<file path="config.mk">
export PLATFORM = sky130hd
export DESIGN_NAME = wfg_pat_drive
export DESIGN_NICKNAME = d
export VERILOG_FILES = /design/src/rtl/wfg_pat_drive.sv
export SDC_FILE = /design/constraint.sdc
export NUM_CORES = 1
export LEC_CHECK = 0
export CAP_MARGIN = 20
export CORE_MARGIN = 1.5
export CORE_UTILIZATION = 40
export CTS_CLUSTER_SIZE = 12
export DETAILED_ROUTE_END_ITERATION = 10
export SLEW_MARGIN = 10
export SYNTH_ARGS = -nofsm -noshare
export SYNTH_HDL_FRONTEND = slang
export SYNTH_SLANG_ARGS = --single-unit
</file>
<file path="constraint.sdc">
create_clock -name wb_clk_i -period 7.4 [get_ports wb_clk_i]
set_clock_uncertainty 0.15 [all_clocks]
set_input_delay 1.48 -clock wb_clk_i [delete_from_list [all_inputs] [get_ports wb_clk_i]]
set_output_delay 1.48 -clock wb_clk_i [all_outputs]
set_load 0.005 [all_outputs]
</file>
<file path="src/rtl/wfg_pat_drive.sv">
// wfg_pat_drive: pattern driver on the consumer side of the waveform core
// synchronisation interface. It turns sync/subcycle timing into CHANNELS
// registered pattern bits. Each channel runs in one of four modes (0, 1,
// return-to-zero window, toggle). A shadow copy of the window and mode
// configuration is reloaded at every period boundary, so register writes
// made mid-period take effect from the next period.
//
// Handshake: there is no valid/ready flow control. Each input pulse
// (sync, subcycle, start) counts only on the rising clock edge where it
// is high. Every output is registered and reflects the state after that edge.
module wfg_pat_drive #(
  parameter int CHANNELS = 32
) (
  input  logic                wb_clk_i,
  input  logic                wb_rst_i,
  input  logic                ctrl_en_i,
  input  logic                wfg_pat_sync_i,
  input  logic                wfg_pat_subcycle_i,
  input  logic                wfg_pat_start_i,
  input  logic [7:0]          wfg_pat_subcycle_cnt_i,
  input  logic                active_i,
  input  logic [7:0]          cfg_begin_i,
  input  logic [7:0]          cfg_end_i,
  input  logic [CHANNELS-1:0] patsel0_i,
  input  logic [CHANNELS-1:0] patsel1_i,
  output logic [CHANNELS-1:0] pat_o,
  output logic [15:0]         period_cnt_o,
  output logic                restart_err_o,
  output logic                active_o
);

  typedef enum logic [1:0] {
    ST_IDLE  = 2'd0,
    ST_ARMED = 2'd1,
    ST_RUN   = 2'd2
  } state_e;

  state_e state_q, state_d;

  // Control strobes decoded by the FSM for the current cycle
  logic arm_cyc;    // IDLE -> ARMED transition
  logic start_cyc;  // ARMED -> RUN transition (the start cycle)
  logic run_eval;   // cycle evaluated as a RUN cycle (start cycle or staying in RUN)
  logic load_cfg;   // shadow config reloads this cycle

  // Shadow configuration
  logic [7:0]          begin_q, begin_d;
  logic [7:0]          end_q, end_d;
  logic [CHANNELS-1:0] sel0_q, sel0_d;
  logic [CHANNELS-1:0] sel1_q, sel1_d;

  // Configuration in effect for this cycle's evaluation
  logic [7:0]          begin_eff;
  logic [7:0]          end_eff;
  logic [CHANNELS-1:0] sel0_eff;
  logic [CHANNELS-1:0] sel1_eff;

  // Pattern datapath
  logic                in_win;
  logic                begin_hit;
  logic [CHANNELS-1:0] tog_q, tog_d;
  logic [CHANNELS-1:0] tog_base;
  logic [CHANNELS-1:0] tog_eval;
  logic [CHANNELS-1:0] pat_eval;
  logic [CHANNELS-1:0] pat_q, pat_d;

  // Status registers
  logic [15:0] cnt_q, cnt_d;
  logic        err_q, err_d;
  logic        active_q, active_d;

  // Next-state logic. A disable or loss of active is checked before any
  // pattern activity, so it wins over a same-cycle subcycle pulse.
  always_comb begin
    state_d   = state_q;
    arm_cyc   = 1'b0;
    start_cyc = 1'b0;
    run_eval  = 1'b0;
    case (state_q)
      ST_IDLE: begin
        if (ctrl_en_i) begin
          state_d = ST_ARMED;
          arm_cyc = 1'b1;
        end
      end
      ST_ARMED: begin
        if (!ctrl_en_i) begin
          state_d = ST_IDLE;
        end else if (wfg_pat_start_i && active_i) begin
          state_d   = ST_RUN;
          start_cyc = 1'b1;
          run_eval  = 1'b1;
        end
      end
      ST_RUN: begin
        if (!ctrl_en_i || !active_i) begin
          state_d = ST_IDLE;
        end else begin
          run_eval = 1'b1;
        end
      end
      default: state_d = ST_IDLE;
    endcase
  end

  // Effective configuration: a loading cycle uses the incoming values directly
  always_comb begin
    load_cfg  = start_cyc | (run_eval & wfg_pat_sync_i);
    begin_eff = load_cfg ? cfg_begin_i : begin_q;
    end_eff   = load_cfg ? cfg_end_i   : end_q;
    sel0_eff  = load_cfg ? patsel0_i   : sel0_q;
    sel1_eff  = load_cfg ? patsel1_i   : sel1_q;
    begin_d   = begin_eff;
    end_d     = end_eff;
    sel0_d    = sel0_eff;
    sel1_d    = sel1_eff;
  end

  // Window test, including the wrap-around case where begin > end
  always_comb begin
    in_win = 1'b0;
    if (begin_eff <= end_eff) begin
      in_win = (wfg_pat_subcycle_cnt_i >= begin_eff) &&
               (wfg_pat_subcycle_cnt_i <= end_eff);
    end else begin
      in_win = (wfg_pat_subcycle_cnt_i >= begin_eff) ||
               (wfg_pat_subcycle_cnt_i <= end_eff);
    end
    begin_hit = (wfg_pat_subcycle_cnt_i == begin_eff);
  end

  // Per-channel mode decode and toggle tracking
  always_comb begin
    tog_base = start_cyc ? '0 : tog_q;
    tog_eval = begin_hit ? ~tog_base : tog_base;
    pat_eval = '0;
    for (int i = 0; i < CHANNELS; i++) begin
      case ({sel1_eff[i], sel0_eff[i]})
        2'b00:   pat_eval[i] = 1'b0;
        2'b01:   pat_eval[i] = 1'b1;
        2'b10:   pat_eval[i] = in_win;
        default: pat_eval[i] = tog_eval[i];
      endcase
    end
  end

  // Output/status next values; pattern updates only on subcycle pulses in RUN
  always_comb begin
    pat_d    = '0;
    tog_d    = tog_q;
    cnt_d    = cnt_q;
    err_d    = err_q;
    active_d = (state_d == ST_RUN);
    if (run_eval) begin
      pat_d = wfg_pat_subcycle_i ? pat_eval : pat_q;
      if (wfg_pat_subcycle_i) begin
        tog_d = tog_eval;
      end else if (start_cyc) begin
        tog_d = '0;
      end
    end
    if (start_cyc) begin
      cnt_d = 16'd1;
    end else if (run_eval && wfg_pat_sync_i) begin
      cnt_d = cnt_q + 16'd1;
    end
    if (arm_cyc) begin
      err_d = 1'b0;
    end else if ((state_q == ST_RUN) && wfg_pat_start_i) begin
      err_d = 1'b1;
    end
  end

  // State, shadow config and output registers
  always_ff @(posedge wb_clk_i) begin
    if (wb_rst_i) begin
      state_q  <= ST_IDLE;
      begin_q  <= '0;
      end_q    <= '0;
      sel0_q   <= '0;
      sel1_q   <= '0;
      tog_q    <= '0;
      pat_q    <= '0;
      cnt_q    <= '0;
      err_q    <= 1'b0;
      active_q <= 1'b0;
    end else begin
      state_q  <= state_d;
      begin_q  <= begin_d;
      end_q    <= end_d;
      sel0_q   <= sel0_d;
      sel1_q   <= sel1_d;
      tog_q    <= tog_d;
      pat_q    <= pat_d;
      cnt_q    <= cnt_d;
      err_q    <= err_d;
      active_q <= active_d;
    end
  end

  assign pat_o         = pat_q;
  assign period_cnt_o  = cnt_q;
  assign restart_err_o = err_q;
  assign active_o      = active_q;

endmodule

</file>
==> impl_metrics.json, run 1 <==
{
  "worstSkewPairLatency_ps": 430,
  "root_buffer": "clkbuf_16",
  "io_pins": 145,
  "start_util_pct": 40.9,
  "synth-edff-count": 0,
  "cts.sinks": 164,
  "syn_nets": 1149,
  "worstSetupPathType": "primary input to register",
  "dp_hpwl_um": 14700,
  "worst_slew_pin_slew_ps": 1070,
  "ys_seq_area_share_pct": 38.1,
  "end_kind": "register",
  "grt_setup_unrepaired": "no",
  "hold_depth": 2,
  "final_cell_area_sq_um": 10800,
  "final_layout_size_suffix_gt1_share_pct": 5.11,
  "cts_tree": "built",
  "rows": 53,
  "ys_top_cells_by_area": "dfxtp_1 (38%), mux2i_1 (9.1%), nor2_1 (5.9%)",
  "power_density_nw_per_um2": 189,
  "core_area_sq_um": 21100,
  "cts_made_buffers": 17,
  "max_slew_margin_pct": 28.6,
  "place_congestion": 0.873,
  "yosysMostFrequentCell": "dfxtp_1",
  "postCtsSetupBuffers": 0,
  "die_y_um": 150,
  "ant_nets": 0,
  "fin_ws_ps": 1410,
  "post_cts_resized": 0,
  "wirelength_um": 23100,
  "drc_errors": 0,
  "status": "completed",
  "vias": 7815,
  "yosysTopAreaCellShare_pct": 38.1,
  "syn_area_sq_um": 8620,
  "area_growth_pct": 25.0,
  "drt-vias-per-instance": 5.54,
  "hold_path_class": "register to register",
  "placed_area_sq_um": 10200,
  "grt_pass1_wl_um": 37100,
  "dr.pass1.iters": 5,
  "postSynthCellCount": 1031,
  "grt_usage_pct": 20.6,
  "finalNetCount": 1241,
  "synth-seq-cells": 164,
  "dp_slack_ps": 1010,
  "hold_viol": 0,
  "cts.clk_slew.worst_paths_ps": 70,
  "antenna_found_initial": 0,
  "wl_per_cell_um": 16.3,
  "die-area_sq_um": 22400,
  "synthTopCellsByCount": "dfxtp_1 (164), nor2_1 (135), nand2_1 (122), a21oi_1 (82), mux2i_1 (78)",
  "hold_buffers": 0,
  "slew_viol_final": 0,
  "synth_top_family_by_area": "compound AO/OA/AOI/OAI gates",
  "cts_buffer_depth": 2,
  "cp_data_arrival_time_ps": 6090,
  "timing.final.crit_share_pct": 80.9,
  "dieWidth_um": 150,
  "synth_area_per_cell_sq_um": 8.36,
  "reg2reg_depth": 13,
  "startpoint_type": "primary input",
  "synth.distinct_cells": 50,
  "r2r-start": "state_q[0]$_SDFF_PP0_",
  "htreeDepth": 4,
  "synth_largest_area_cell": "dfxtp_1",
  "worstPathRequired_ps": 7500,
  "port_buffers": 144,
  "grt_max_degree": 130,
  "setup_viol": 0,
  "synth-simple-area-share_pct": 20.1,
  "n_antenna_cell": 0,
  "synthMuxAreaShare_pct": 9.48,
  "synthAdderAreaFrac_pct": 3.34,
  "min_from": "end_q[0]$_SDFF_PP0_",
  "drtIter0Drc": 511,
  "synth_compound_area_share_pct": 22.0,
  "max_freq_mhz": 167,
  "critPathMaxFanout": 33,
  "yosysWarnings": 0,
  "peakVddDrop_mv": 0.132,
  "synth-main-ff-cell": "dfxtp_1",
  "grt.overflow.total": 0,
  "fin_crit_ps": 5990,
  "drv_cap": 0,
  "p_leak_nw": 4.29,
  "synth_xor_area_share_pct": 1.93,
  "async_flop_share_pct": 0,
  "fin_setup_tns_ps": 0,
  "crit_start": "ctrl_en_i",
  "grt_pass1_vias": 7200
}
-- kinds of logic after synthesis --
group                      after synthesis
DFF                                    164
adders and majority gates               23
xor gates and xnor gates                19
muxes                                   80
AOI/OAI and AO/OA                      278
and+or+nand+nor                        371
buffers and inverters                   96
-- worst max-delay path: stages --
cell             delay [ps]
clkdlybuf4s50_1         690
nand4_4                 200
o21ai_4                 530
mux2i_1                 360
ha_1                    300
and4_1                  240
nand3_1                 140
mux2i_4                  80
and2_2                  220
nand4b_4                590
o211ai_4               1080
a21oi_1                 160
-- worst paths after layout --
path                           end  slack [ps]
max reg2reg  pat_o[0]$_SDFFE_PP0P_        2390
min reg2reg    end_q[0]$_SDFF_PP0_         320
min            end_q[0]$_SDFF_PP0_         320
max          pat_o[0]$_SDFFE_PP0P_        1410
-- state kept, by name, indices dropped and copies added (netlist names) --
register       flops
period_cnt_o      16
sel1_q            32
tog_q             32
end_q              8
restart_err_o      1
state_q            2
begin_q            8
active_o           1
pat_o             32
sel0_q            32
-- where the power goes --
part           switching, mW  internal, mW
clock network          0.370         0.516
registers            0.00328         0.891
logic                  0.147         0.107
-- cell usage in the layout, fill, tap and decap left out, types with 3 or more instances in the layout --
master	synthesis	final
o21ai_0	39	39
clkdlybuf4s50_1	0	142
a21oi_1	82	82
nor2b_1	32	32
nand2b_1	5	5
nand4_1	7	7
dfxtp_1	164	164
clkbuf_16	0	17
a221oi_1	33	33
xor2_1	10	10
buf_4	6	13
mux2i_1	78	78
and4_1	4	3
clkinvlp_4	0	4
nor3_1	8	8
a211oi_1	35	35
nor2_1	135	134
inv_1	13	13
nand3_1	15	15
nand2_1	122	122
a21o_1	8	8
ha_1	23	23
a22oi_1	32	32
xnor2_1	9	9
o221ai_1	32	32
nor3b_1	32	32
-- layout make-up --
| cell class | instances | area, sq um |
|---|---|---|
| fillers | 2039 | 10300 |
| repair buffers | 156 | 1550 |
| clock inverters | 11 | 126 |
| well taps | 275 | 344 |
| clock buffers | 21 | 460 |
| multi-input cells | 771 | 4960 |
| flip-flops and latches | 164 | 3280 |
| inverters | 13 | 48.8 |
-- layer usage --
layer / GRT usage (%) / wire length, um / vias up / part of all wire, %
met2: 33.1 / 10600 / 205 / 46
met3: 3.35 / 1080 / 20 / 4.7
li1: - / - / 3910 / -
met5: 0 / 0 / - / 0
met1: 28.5 / 11200 / 3680 / 48
met4: 5.83 / 257 / 0 / 1.1
-- per-stage QoR --
step | util (%) | cells | hold WS [ps] | power [mW]
after global placement | 48.2 | 1378 | 306 | 1.16
after CTS | 50.9 | 1410 | 318 | 2.06
after floorplan | - | 1031 | 290 | 1.07
after global routing | 51.1 | 1411 | 330 | 2.11
final | 51.1 | 1411 | 316 | 2.03
after detailed placement | 48.2 | 1378 | 308 | 1.17
(Power assumes the default switching activity.)
==> run 2: changes to the inputs <==
Settings changed: PLACE_DENSITY from default to 0.65.
Clock period 7.4 ns to 4.9 ns, I/O delays scaled along.
==> run 2 against run 1 <==
Sequential power grew 51%. Core utilization increased by 1.1 points. Final area is 2.2% higher. Cell count increased by 2.1%. Sequential cell count stayed put. Total power is 50% higher. Worst setup slack lost 920 ps. Clock-buffer cell count fell by 2. First-iteration DRC count grew 0.98%. Worst hold slack worse by 3.2 ps. Register-to-register slack got worse by 1500 ps.
==> impl_metrics.json, run 2 (same netlist as run 1, synthesis figures left out) <==
{
  "crit_family": "buffers and inverters",
  "reg2reg_to": "pat_o[22]$_SDFFE_PP0P_",
  "p_leak_nw": 4.43,
  "startpoint_type": "primary input",
  "mostFrequentLayoutCell": "dfxtp_1",
  "postCtsSetupBuffers": 0,
  "crit_slowest_cell": "clkdlybuf4s50_1",
  "worstSetupPathType": "primary input to register",
  "die_y_um": 150,
  "htreeDepth": 4,
  "hold_path_class": "register to register",
  "die-area_sq_um": 22400,
  "p_sw_mw": 0.803,
  "drt-vias-per-instance": 5.52,
  "dr.pass1.iters": 5,
  "place_congestion": 0.875,
  "timing.final.crit_share_pct": 89.8,
  "path_buf_inv": 3,
  "port_buffers": 144,
  "hold_viol": 0,
  "post_cts_resized": 0,
  "crit_start": "active_i",
  "finalPower_mw": 3.06,
  "ant_nets": 0,
  "slowest_delay_ps": 580,
  "end_kind": "register",
  "hold_buffers": 0,
  "dieWidth_um": 150,
  "rows": 53,
  "grt_pass1_vias": 7377,
  "worstSkewPairLatency_ps": 430,
  "cts.sinks": 164,
  "finalNetCount": 1272,
  "fin_crit_ps": 4400,
  "drv_cap": 0,
  "r2r-start": "state_q[0]$_SDFF_PP0_",
  "start_util_pct": 40.9,
  "grt.overflow.total": 0,
  "drtIter0Drc": 516,
  "worstPathRequired_ps": 5100,
  "peakVddDrop_mv": 0.240,
  "seq_area_sq_um": 3280,
  "grt_usage_pct": 21.3,
  "mostFrequentLayoutCells": "dfxtp_1 (164), clkdlybuf4s50_1 (142), nor2_1 (134)",
  "endpoint": "pat_o[22]$_SDFFE_PP0P_",
  "clkPwrFrac_pct": 42.2,
  "area_growth_pct": 27.7,
  "critPathMaxFanout": 32,
  "grt_setup_unrepaired": "no",
  "power_density_nw_per_um2": 278,
  "dp_hpwl_um": 15100,
  "grt_pass1_wl_um": 38200,
  "seqPwrFrac_pct": 44.2,
  "power.internal_mw": 2.25,
  "grtUsageMet3_pct": 3.93,
  "use_met2_pct": 33.9,
  "max_slew_margin_pct": 38.9,
  "slew_viol_final": 0,
  "antenna_found_initial": 1,
  "cp.depth": 14,
  "cts_buffer_depth": 2,
  "drc_errors": 0,
  "max_freq_mhz": 227,
  "multi_input_area_sq_um": 4960,
  "fin_setup_tns_ps": 0,
  "cp_data_arrival_time_ps": 4600,
  "fillers": 2002,
  "cts_tree": "built",
  "cp_cell_sequence": "clkdlybuf4s50_1 -> buf_4 -> nand4_4 -> o21ai_4 -> mux2i_1 -> ha_1 -> and4_1 -> nand3_1 -> mux2i_4 -> and2_2 -> nand4b_4 -> buf_4 -> a21oi_1 -> a21oi_1",
  "cts_made_buffers": 17,
  "worst_slew_pin_slew_ps": 916,
  "r2r_setup_slack_ps": 880,
  "switching_share_pct": 26.3,
  "status": "completed",
  "setup_viol": 0,
  "grt_util_met1_pct": 29.4,
  "vias": 7951,
  "wl_per_cell_um": 16.5,
  "top_usage_layer": "met2",
  "cts.clk_slew.worst_paths_ps": 70,
  "final_layout_size_suffix_gt1_share_pct": 7.65,
  "root_buffer": "clkbuf_16",
  "io_pins": 145,
  "reg2reg_depth": 14,
  "core_area_sq_um": 21100,
  "comb_power_share_pct": 13.6,
  "grt_max_degree": 99,
  "wirelength_um": 23800
}
==> run 2: cell types whose count changed in the layout (fill, tap and decap cells not counted) <==
cell / previous run / this run
clkbuf_1: 2 / 0
and3_2: 0 / 1
clkinv_4: 1 / 2
and3_1: 2 / 1
clkinvlp_4: 4 / 2
buf_16: 1 / 0
buf_12: 0 / 4
inv_8: 0 / 1
bufinv_16: 2 / 1
diode_2: 0 / 1
buf_4: 13 / 41
==> run 2: stage by stage <==
stage          utilization (%)  cells  hold WS (ps)  instance area (sq um)  setup WS (ps)
6_report                  52.2   1440           313                  11000            498
5_1_grt                   52.2   1440           361                  11000            238
4_1_cts                   52.2   1439           315                  11000            526
3_5_place_dp              49.5   1410           304                  10400            120
3_3_place_gp              49.5   1410           302                  10400            135
2_1_floorplan                -   1031           290                   8620            336
==> run 2: routing by layer <==
| layer | part of all wire (%) | up-vias |
|---|---|---|
| met2 | 45 | 220 |
| met5 | 0 | - |
| met4 | 1.6 | 0 |
| li1 | - | 3970 |
| met1 | 48 | 3738 |
| met3 | 5.0 | 23 |
==> run 2: power by group through the flow <==
stage	Clock, mW	Sequential, mW	Combinational (mW)
finish	1.29	1.35	0.417
global route	1.38	1.35	0.450
CTS	1.32	1.35	0.416
detailed placement	0	1.38	0.413
global placement	0	1.38	0.411
floorplan	0	1.38	0.232
==> run 2: tightest hold or removal path, cell delays in order, from the launching register on <==
cell and delay (ps):
dfxtp_1 300, nand2_1 60, a21oi_1 60
==> run 2: layout make-up <==
class                   count  share of cell area, %
diodes                      1                 0.0227
clock buffers              19                   4.12
clock inverters            10                  0.921
inverters                  13                  0.443
multi-input cells         771                   45.1
flip-flops and latches    164                   29.8
well taps                 275                   3.13
repair buffers            187                   16.4
==> run 2: worst min-delay path by stage <==
stage | start | end | depth (start not counted)
3_5_place_dp | end_q[0]$_SDFF_PP0_ | end_q[0]$_SDFF_PP0_ | 2
6_report | end_q[0]$_SDFF_PP0_ | end_q[0]$_SDFF_PP0_ | 2
3_3_place_gp | end_q[0]$_SDFF_PP0_ | end_q[0]$_SDFF_PP0_ | 2
5_1_grt | end_q[0]$_SDFF_PP0_ | end_q[0]$_SDFF_PP0_ | 2
4_1_cts | end_q[0]$_SDFF_PP0_ | end_q[0]$_SDFF_PP0_ | 2
2_1_floorplan | end_q[0]$_SDFF_PP0_ | end_q[0]$_SDFF_PP0_ | 2
